## src/rtl/irq_pkg.sv

```systemverilog
// Shared definitions for the interrupt controller: register map, priority type, size limits.
package irq_pkg;

    localparam int NUM_SRC_MAX = 16;

    localparam logic [3:0] IRQ_ENABLE     = 4'h0;
    localparam logic [3:0] IRQ_PENDING    = 4'h1;
    localparam logic [3:0] IRQ_MODE       = 4'h2;
    localparam logic [3:0] IRQ_PRIO       = 4'h3;
    localparam logic [3:0] IRQ_IN_SERVICE = 4'h4;
    localparam logic [3:0] IRQ_EOI        = 4'h5;
    localparam logic [3:0] IRQ_CLAIM      = 4'h6;
    localparam logic [3:0] IRQ_SWTRIG     = 4'h7;

    typedef logic [1:0] irq_prio_t;

endpackage

```

## src/rtl/irq_prio_arbiter.sv

```systemverilog
// Picks the eligible source with the highest 2-bit priority, lowest index on ties.
// Purely combinational, no handshake; winner id is 0 when nothing is eligible.
module irq_prio_arbiter
    import irq_pkg::*;
#(
    parameter int NUM_SRC = 16,
    parameter int ID_W    = 4
) (
    input  logic [NUM_SRC-1:0]   eligible,
    input  logic [2*NUM_SRC-1:0] prio,
    output logic                 win_vld,
    output logic [ID_W-1:0]      win_id,
    output irq_prio_t            win_prio
);

    localparam int LEAVES = NUM_SRC_MAX;
    localparam int LEVELS = $clog2(LEAVES);

    logic            node_vld  [LEVELS+1][LEAVES];
    irq_prio_t       node_prio [LEVELS+1][LEAVES];
    logic [ID_W-1:0] node_id   [LEVELS+1][LEAVES];

    always_comb begin
        for (int l = 0; l <= LEVELS; l++) begin
            for (int n = 0; n < LEAVES; n++) begin
                node_vld[l][n]  = 1'b0;
                node_prio[l][n] = '0;
                node_id[l][n]   = '0;
            end
        end
        for (int n = 0; n < NUM_SRC; n++) begin
            node_vld[0][n]  = eligible[n];
            node_prio[0][n] = prio[2*n +: 2];
            node_id[0][n]   = ID_W'(n);
        end
        // The right (higher index) child only wins on a strictly greater priority.
        for (int l = 0; l < LEVELS; l++) begin
            for (int n = 0; n < (LEAVES >> (l + 1)); n++) begin
                if (node_vld[l][2*n+1] &&
                    (!node_vld[l][2*n] || node_prio[l][2*n+1] > node_prio[l][2*n])) begin
                    node_vld[l+1][n]  = 1'b1;
                    node_prio[l+1][n] = node_prio[l][2*n+1];
                    node_id[l+1][n]   = node_id[l][2*n+1];
                end else begin
                    node_vld[l+1][n]  = node_vld[l][2*n];
                    node_prio[l+1][n] = node_prio[l][2*n];
                    node_id[l+1][n]   = node_id[l][2*n];
                end
            end
        end
    end

    assign win_vld  = node_vld[LEVELS][0];
    assign win_id   = node_id[LEVELS][0];
    assign win_prio = node_prio[LEVELS][0];

endmodule

```

## src/rtl/irq_controller.sv

```systemverilog
// Interrupt controller: pending latch, mask, priority arbitration, claim/EOI nesting.
// irq_req/irq_id registered one cycle after pending; no backpressure, ack is a one-cycle claim.
module irq_controller
    import irq_pkg::*;
#(
    parameter int NUM_SRC = 16,
    parameter int ID_W    = 4
) (
    input  logic               clk,
    input  logic               rst,
    input  logic               reg_en,
    input  logic               reg_we,
    input  logic [3:0]         reg_addr,
    input  logic [31:0]        reg_wdata,
    output logic [31:0]        reg_rdata,
    input  logic [NUM_SRC-1:0] irq_src,
    output logic               irq_req,
    output logic [ID_W-1:0]    irq_id,
    input  logic               irq_ack
);

    localparam int PW = 2 * NUM_SRC;

    logic [NUM_SRC-1:0] src_d1;
    logic [NUM_SRC-1:0] pending;
    logic [NUM_SRC-1:0] enable;
    logic [NUM_SRC-1:0] mode;
    logic [NUM_SRC-1:0] in_service;
    logic [PW-1:0]      prio;

    logic               wr_vld;
    logic               rd_vld;
    logic [NUM_SRC-1:0] wdat_src;
    logic [NUM_SRC-1:0] ack_hit;
    logic [NUM_SRC-1:0] eoi_hit;
    logic [NUM_SRC-1:0] w1c;
    logic [NUM_SRC-1:0] sw_set;
    logic [NUM_SRC-1:0] mode_chg;
    logic [NUM_SRC-1:0] edge_path;
    logic [NUM_SRC-1:0] edge_set;
    logic [NUM_SRC-1:0] pending_nxt;
    logic [NUM_SRC-1:0] in_service_nxt;
    logic [NUM_SRC-1:0] eligible;
    logic [NUM_SRC-1:0] busy;

    logic               win_vld;
    logic [ID_W-1:0]    win_id;
    irq_prio_t          win_prio;
    irq_prio_t          run_prio;
    logic               run_vld;
    logic               req_nxt;
    logic [31:0]        rd_dat;

    assign wr_vld   = reg_en & reg_we;
    assign rd_vld   = reg_en & ~reg_we;
    assign wdat_src = reg_wdata[NUM_SRC-1:0];

    always_comb begin
        ack_hit = '0;
        eoi_hit = '0;
        for (int i = 0; i < NUM_SRC; i++) begin
            ack_hit[i] = irq_ack & irq_req & (irq_id == ID_W'(i));
            eoi_hit[i] = wr_vld & (reg_addr == IRQ_EOI) & (reg_wdata[ID_W-1:0] == ID_W'(i));
        end
    end

    assign w1c      = (wr_vld && reg_addr == IRQ_PENDING) ? wdat_src : '0;
    assign sw_set   = (wr_vld && reg_addr == IRQ_SWTRIG)  ? wdat_src : '0;
    assign mode_chg = (wr_vld && reg_addr == IRQ_MODE)    ? (wdat_src ^ mode) : '0;

    // A bit whose mode flips this cycle goes through the edge path so the flip clears it.
    assign edge_path   = mode | mode_chg;
    assign edge_set    = mode & ((irq_src & ~src_d1) | sw_set);
    assign pending_nxt = (edge_path & ((pending & ~(w1c | ack_hit | mode_chg)) | edge_set))
                       | (~edge_path & irq_src);

    assign in_service_nxt = (in_service & ~eoi_hit) | ack_hit;

    // The source being claimed this cycle already counts as in service for the next decision.
    assign eligible = pending & enable & ~in_service & ~ack_hit;
    assign busy     = in_service | ack_hit;

    irq_prio_arbiter #(
        .NUM_SRC (NUM_SRC),
        .ID_W    (ID_W)
    ) u_arb (
        .eligible (eligible),
        .prio     (prio),
        .win_vld  (win_vld),
        .win_id   (win_id),
        .win_prio (win_prio)
    );

    always_comb begin
        run_prio = '0;
        for (int i = 0; i < NUM_SRC; i++) begin
            if (busy[i] && prio[2*i +: 2] > run_prio) begin
                run_prio = prio[2*i +: 2];
            end
        end
    end

    assign run_vld = |busy;
    assign req_nxt = win_vld & (~run_vld | (win_prio > run_prio));

    always_comb begin
        rd_dat = '0;
        case (reg_addr)
            IRQ_ENABLE:     rd_dat[NUM_SRC-1:0] = enable;
            IRQ_PENDING:    rd_dat[NUM_SRC-1:0] = pending;
            IRQ_MODE:       rd_dat[NUM_SRC-1:0] = mode;
            IRQ_PRIO:       rd_dat[PW-1:0]      = prio;
            IRQ_IN_SERVICE: rd_dat[NUM_SRC-1:0] = in_service;
            IRQ_CLAIM:      rd_dat[ID_W:0]      = {irq_req, irq_id};
            default:        rd_dat = '0;
        endcase
    end

    always_ff @(posedge clk) begin
        if (rst) begin
            src_d1     <= '0;
            pending    <= '0;
            enable     <= '0;
            mode       <= '0;
            in_service <= '0;
            prio       <= '0;
            irq_req    <= 1'b0;
            irq_id     <= '0;
            reg_rdata  <= '0;
        end else begin
            src_d1     <= irq_src;
            pending    <= pending_nxt;
            in_service <= in_service_nxt;
            irq_req    <= req_nxt;
            irq_id     <= win_id;
            if (wr_vld) begin
                case (reg_addr)
                    IRQ_ENABLE: enable <= wdat_src;
                    IRQ_MODE:   mode   <= wdat_src;
                    IRQ_PRIO:   prio   <= reg_wdata[PW-1:0];
                    default:    ;
                endcase
            end
            if (rd_vld) begin
                reg_rdata <= rd_dat;
            end
        end
    end

endmodule
```

## config.mk

```make
export PLATFORM = sky130hd
export DESIGN_NAME = irq_controller
export DESIGN_NICKNAME = d
export VERILOG_FILES = /design/src/rtl/irq_pkg.sv /design/src/rtl/irq_prio_arbiter.sv /design/src/rtl/irq_controller.sv
export SDC_FILE = /design/constraint.sdc
export NUM_CORES = 1
export LEC_CHECK = 0
export CORE_MARGIN = 8
export CORE_UTILIZATION = 55
export DETAILED_ROUTE_END_ITERATION = 10
export DONT_BUFFER_PORTS = 1
export PLACE_DENSITY = 0.79
export SETUP_SLACK_MARGIN = 0.1
export SYNTH_ARGS = -nofsm -noshare
export SYNTH_HDL_FRONTEND = slang
export SYNTH_HIERARCHICAL = 1
export SYNTH_SLANG_ARGS = --single-unit
```

## constraint.sdc

```tcl
create_clock -name clk -period 21.6 [get_ports clk]
set_input_delay 2.16 -clock clk [delete_from_list [all_inputs] [get_ports clk]]
set_output_delay 2.16 -clock clk [all_outputs]
set_load 0.02 [all_outputs]
```

==> results.toml <==
[setup_path]
r2r_slack_ps = 2600
critPathLaunch = "irq_ack"
worstSetupEndpointType = "flip-flop"
path_common_cell = "ha_1"
cp_max_fo = 13
r2r_end = "irq_req$_SDFF_PP0_"
start_kind = "input pin"
cp-endpoint = "irq_req$_SDFF_PP0_"
r2r_cells = 91
slowest_stage = "or4_1"
worst_ep_required_time_ps = 21940
reg2reg_from = "irq_id[0]$_SDFF_PP0_"
crit_type = "in2reg"
cpPeakStageDelay_ps = 510
arrival_ps = 20110

[global_route]
grtUsageTotal_pct = 26.2
grt_max_degree = 150
antenna_found_initial = 0
use_met1_pct = 31.5
grt_pass1_vias = 8739
use_met2_pct = 42.3
use_met3_pct = 7.26
overflow = 0
top_usage_layer = "met2"
grt_pass1_wl_um = 45600

[synth]
synth_top_area_cell = "dfxtp_1"
yosysMostFrequentCell = "nand2_1"
ys_seq_elements = 149
synthArstFlopShare_pct = 0
synthDistinctLibCells = 79
syn_inst = 1266
ys_top_cells_by_area = "dfxtp_1 32%, nand2_1 11%, a21oi_1 8.6%, ha_1 6.4%, mux2i_1 3.4%"
yosys-top-cells-count = "265 x nand2_1, 161 x a21oi_1, 149 x dfxtp_1"
syn_area_um2 = 9390
synth_ff_type = "dfxtp_1"
synth_top_area_share_pct = 31.8
ys_seq_area_share_pct = 31.8
synth_fp_nets = 1371
syn_area_per_cell_um2 = 7.42
synth-edff-count = 0
ys.warnings.count = 6

[routing]
drtAntennaViolNets = 0
drc_errors = 0
finalWirelength_um = 29200
vias = 9418
routedWlPerCell_um = 19.9
vias_per_cell = 6.44
drtIter0Drc = 1254
first_pass_iters = 9

[power_and_ir_drop]
seq_power_share_pct = 47.0
comb_power_share_pct = 4.3
swShare_pct = 24.1
peakVddDrop_uv = 56.6
power_density_nw_per_um2 = 59.7
leakage_uw = 0.00377
p_int_uw = 456
power.total_uw = 601
p_sw_uw = 145
p_clk_share_pct = 48.6

[cts]
cts_tree = "done"
cts.sinks = 149
cts.path.max_buffers = 2
cts_buffers = 17
cts-root-buf = "clkbuf_16"
hold_buffers = 0
path_clk_slew_ps = 60
clkLatencyLatePin_ps = 440
cts_setup_buffers = 0
h-tree-depth = 4
cts_resized = 0

[floorplanning]
initial_core_util_pct = 56.4
core-area_um2 = 16600
num_rows = 47
die_w_um = 147
die_h_um = 147
io_pins = 94
die_area_um2 = 21500

[cells_and_area]
fin_nets = 1335
insertedDiodeCount = 0
synthToLayoutAreaGrowth_pct = 7.24
layout-drive-gt1-share_pct = 6.68
fin_area_um2 = 10100

[timing]
finalHoldViolCount = 0
period_share_pct = 91.5
slew_viol_final = 0
slew-limit-headroom_pct = 18.7
setup-tns-final_ps = 0
rsz0062_at_grt = "false"
finalClockSkew_ps = 16.3
worstMarginPinSlew_ps = 1210
period_needed_ps = 19770
setup_viol = 0
fmax_ghz = 0.0506

[status]
status = "complete, no violations"

[place]
port_buffers = 0
gp_congestion = 0.967
dpl-instance-area_um2 = 9490
hpwl_um = 21400

[hold_path]
hp-class = "reg2reg"

[run]
maxCapViolations = 0
flip-flops by register name (all words and copies together), names as in the netlist, 4 cells and up:
name,count
enable,16
in_service,16
irq_id,4
mode,16
pending,16
prio,32
reg_rdata,32
src_d1,16
cell usage in the layout, fill, tap and decap left out, types with 29 or more instances in the layout:
master / n
nand2_1: 265
dfxtp_1: 149
nor2b_1: 29
a21oi_1: 161
nor2_1: 82
nand3_1: 38
ha_1: 48
o21ai_0: 49
mux2i_1: 32
inv_1: 66
routing by layer:
metal  vias to the layer above  share of wire (%)
met5                         -                  0
met4                         0                3.9
met3                        97                 11
met2                       530                 46
met1                      4358                 40
li1                       4433                  -
critical path: cells and delay by family:
| family | cells | cell delay, ps |
|---|---|---|
| adders and majority gates | 19 | 5690 |
| AOI/OAI and AO/OA | 32 | 5320 |
| and+or+nand+nor | 34 | 5250 |
| muxes | 4 | 1480 |
| buffers and inverters | 2 | 200 |
power by group through the flow:
| stage | sequential (uW) | clock (uW) | combinational, uW |
|---|---|---|---|
| detailed placement | 289 | 0 | 25.2 |
| CTS | 282 | 295 | 25.5 |
| global route | 283 | 305 | 28.7 |
| finish | 283 | 292 | 26.0 |
| global placement | 288 | 0 | 24.5 |
| floorplan | 287 | 0 | 26.2 |
stage by stage:
step	setup WS [ps]	hold WS (ps)	std cells	util (%)
6_report	1830	468	1463	60.5
5_1_grt	532	491	1463	60.5
4_1_cts	2060	468	1463	60.5
3_5_place_dp	1650	455	1431	57.0
3_3_place_gp	2410	448	1431	57.0
2_1_floorplan	3290	442	1266	-
cells by family after synthesis:
family,after synthesis,synth area share [%]
buf+inv,130,5.36
mux,43,4.85
fa+ha+maj,52,6.84
compound gates,371,25.3
simple gates,521,25.9
flops,149,31.8
worst min-delay path by stage:
stage / slack (ps) / cells past startpoint / endpoint / start
2_1_floorplan: 440 / 2 / enable[4]$_SDFFE_PP0P_ / enable[4]$_SDFFE_PP0P_
3_3_place_gp: 450 / 2 / enable[7]$_SDFFE_PP0P_ / enable[7]$_SDFFE_PP0P_
3_5_place_dp: 460 / 2 / enable[6]$_SDFFE_PP0P_ / enable[6]$_SDFFE_PP0P_
4_1_cts: 470 / 2 / enable[7]$_SDFFE_PP0P_ / enable[7]$_SDFFE_PP0P_
5_1_grt: 490 / 2 / enable[12]$_SDFFE_PP0P_ / enable[12]$_SDFFE_PP0P_
6_report: 470 / 2 / enable[7]$_SDFFE_PP0P_ / enable[7]$_SDFFE_PP0P_
layout make-up:
class	instances	area (um^2)
Fill cell	1504	6570
Multi-Input combinational cell	987	5920
Sequential cell	149	2980
Clock buffer	20	457
Tap cell	220	275
Inverter	66	248
Clock inverter	12	121
Timing Repair Buffer	9	67.6
No activity file was read; power rests on OpenSTA's default activity.
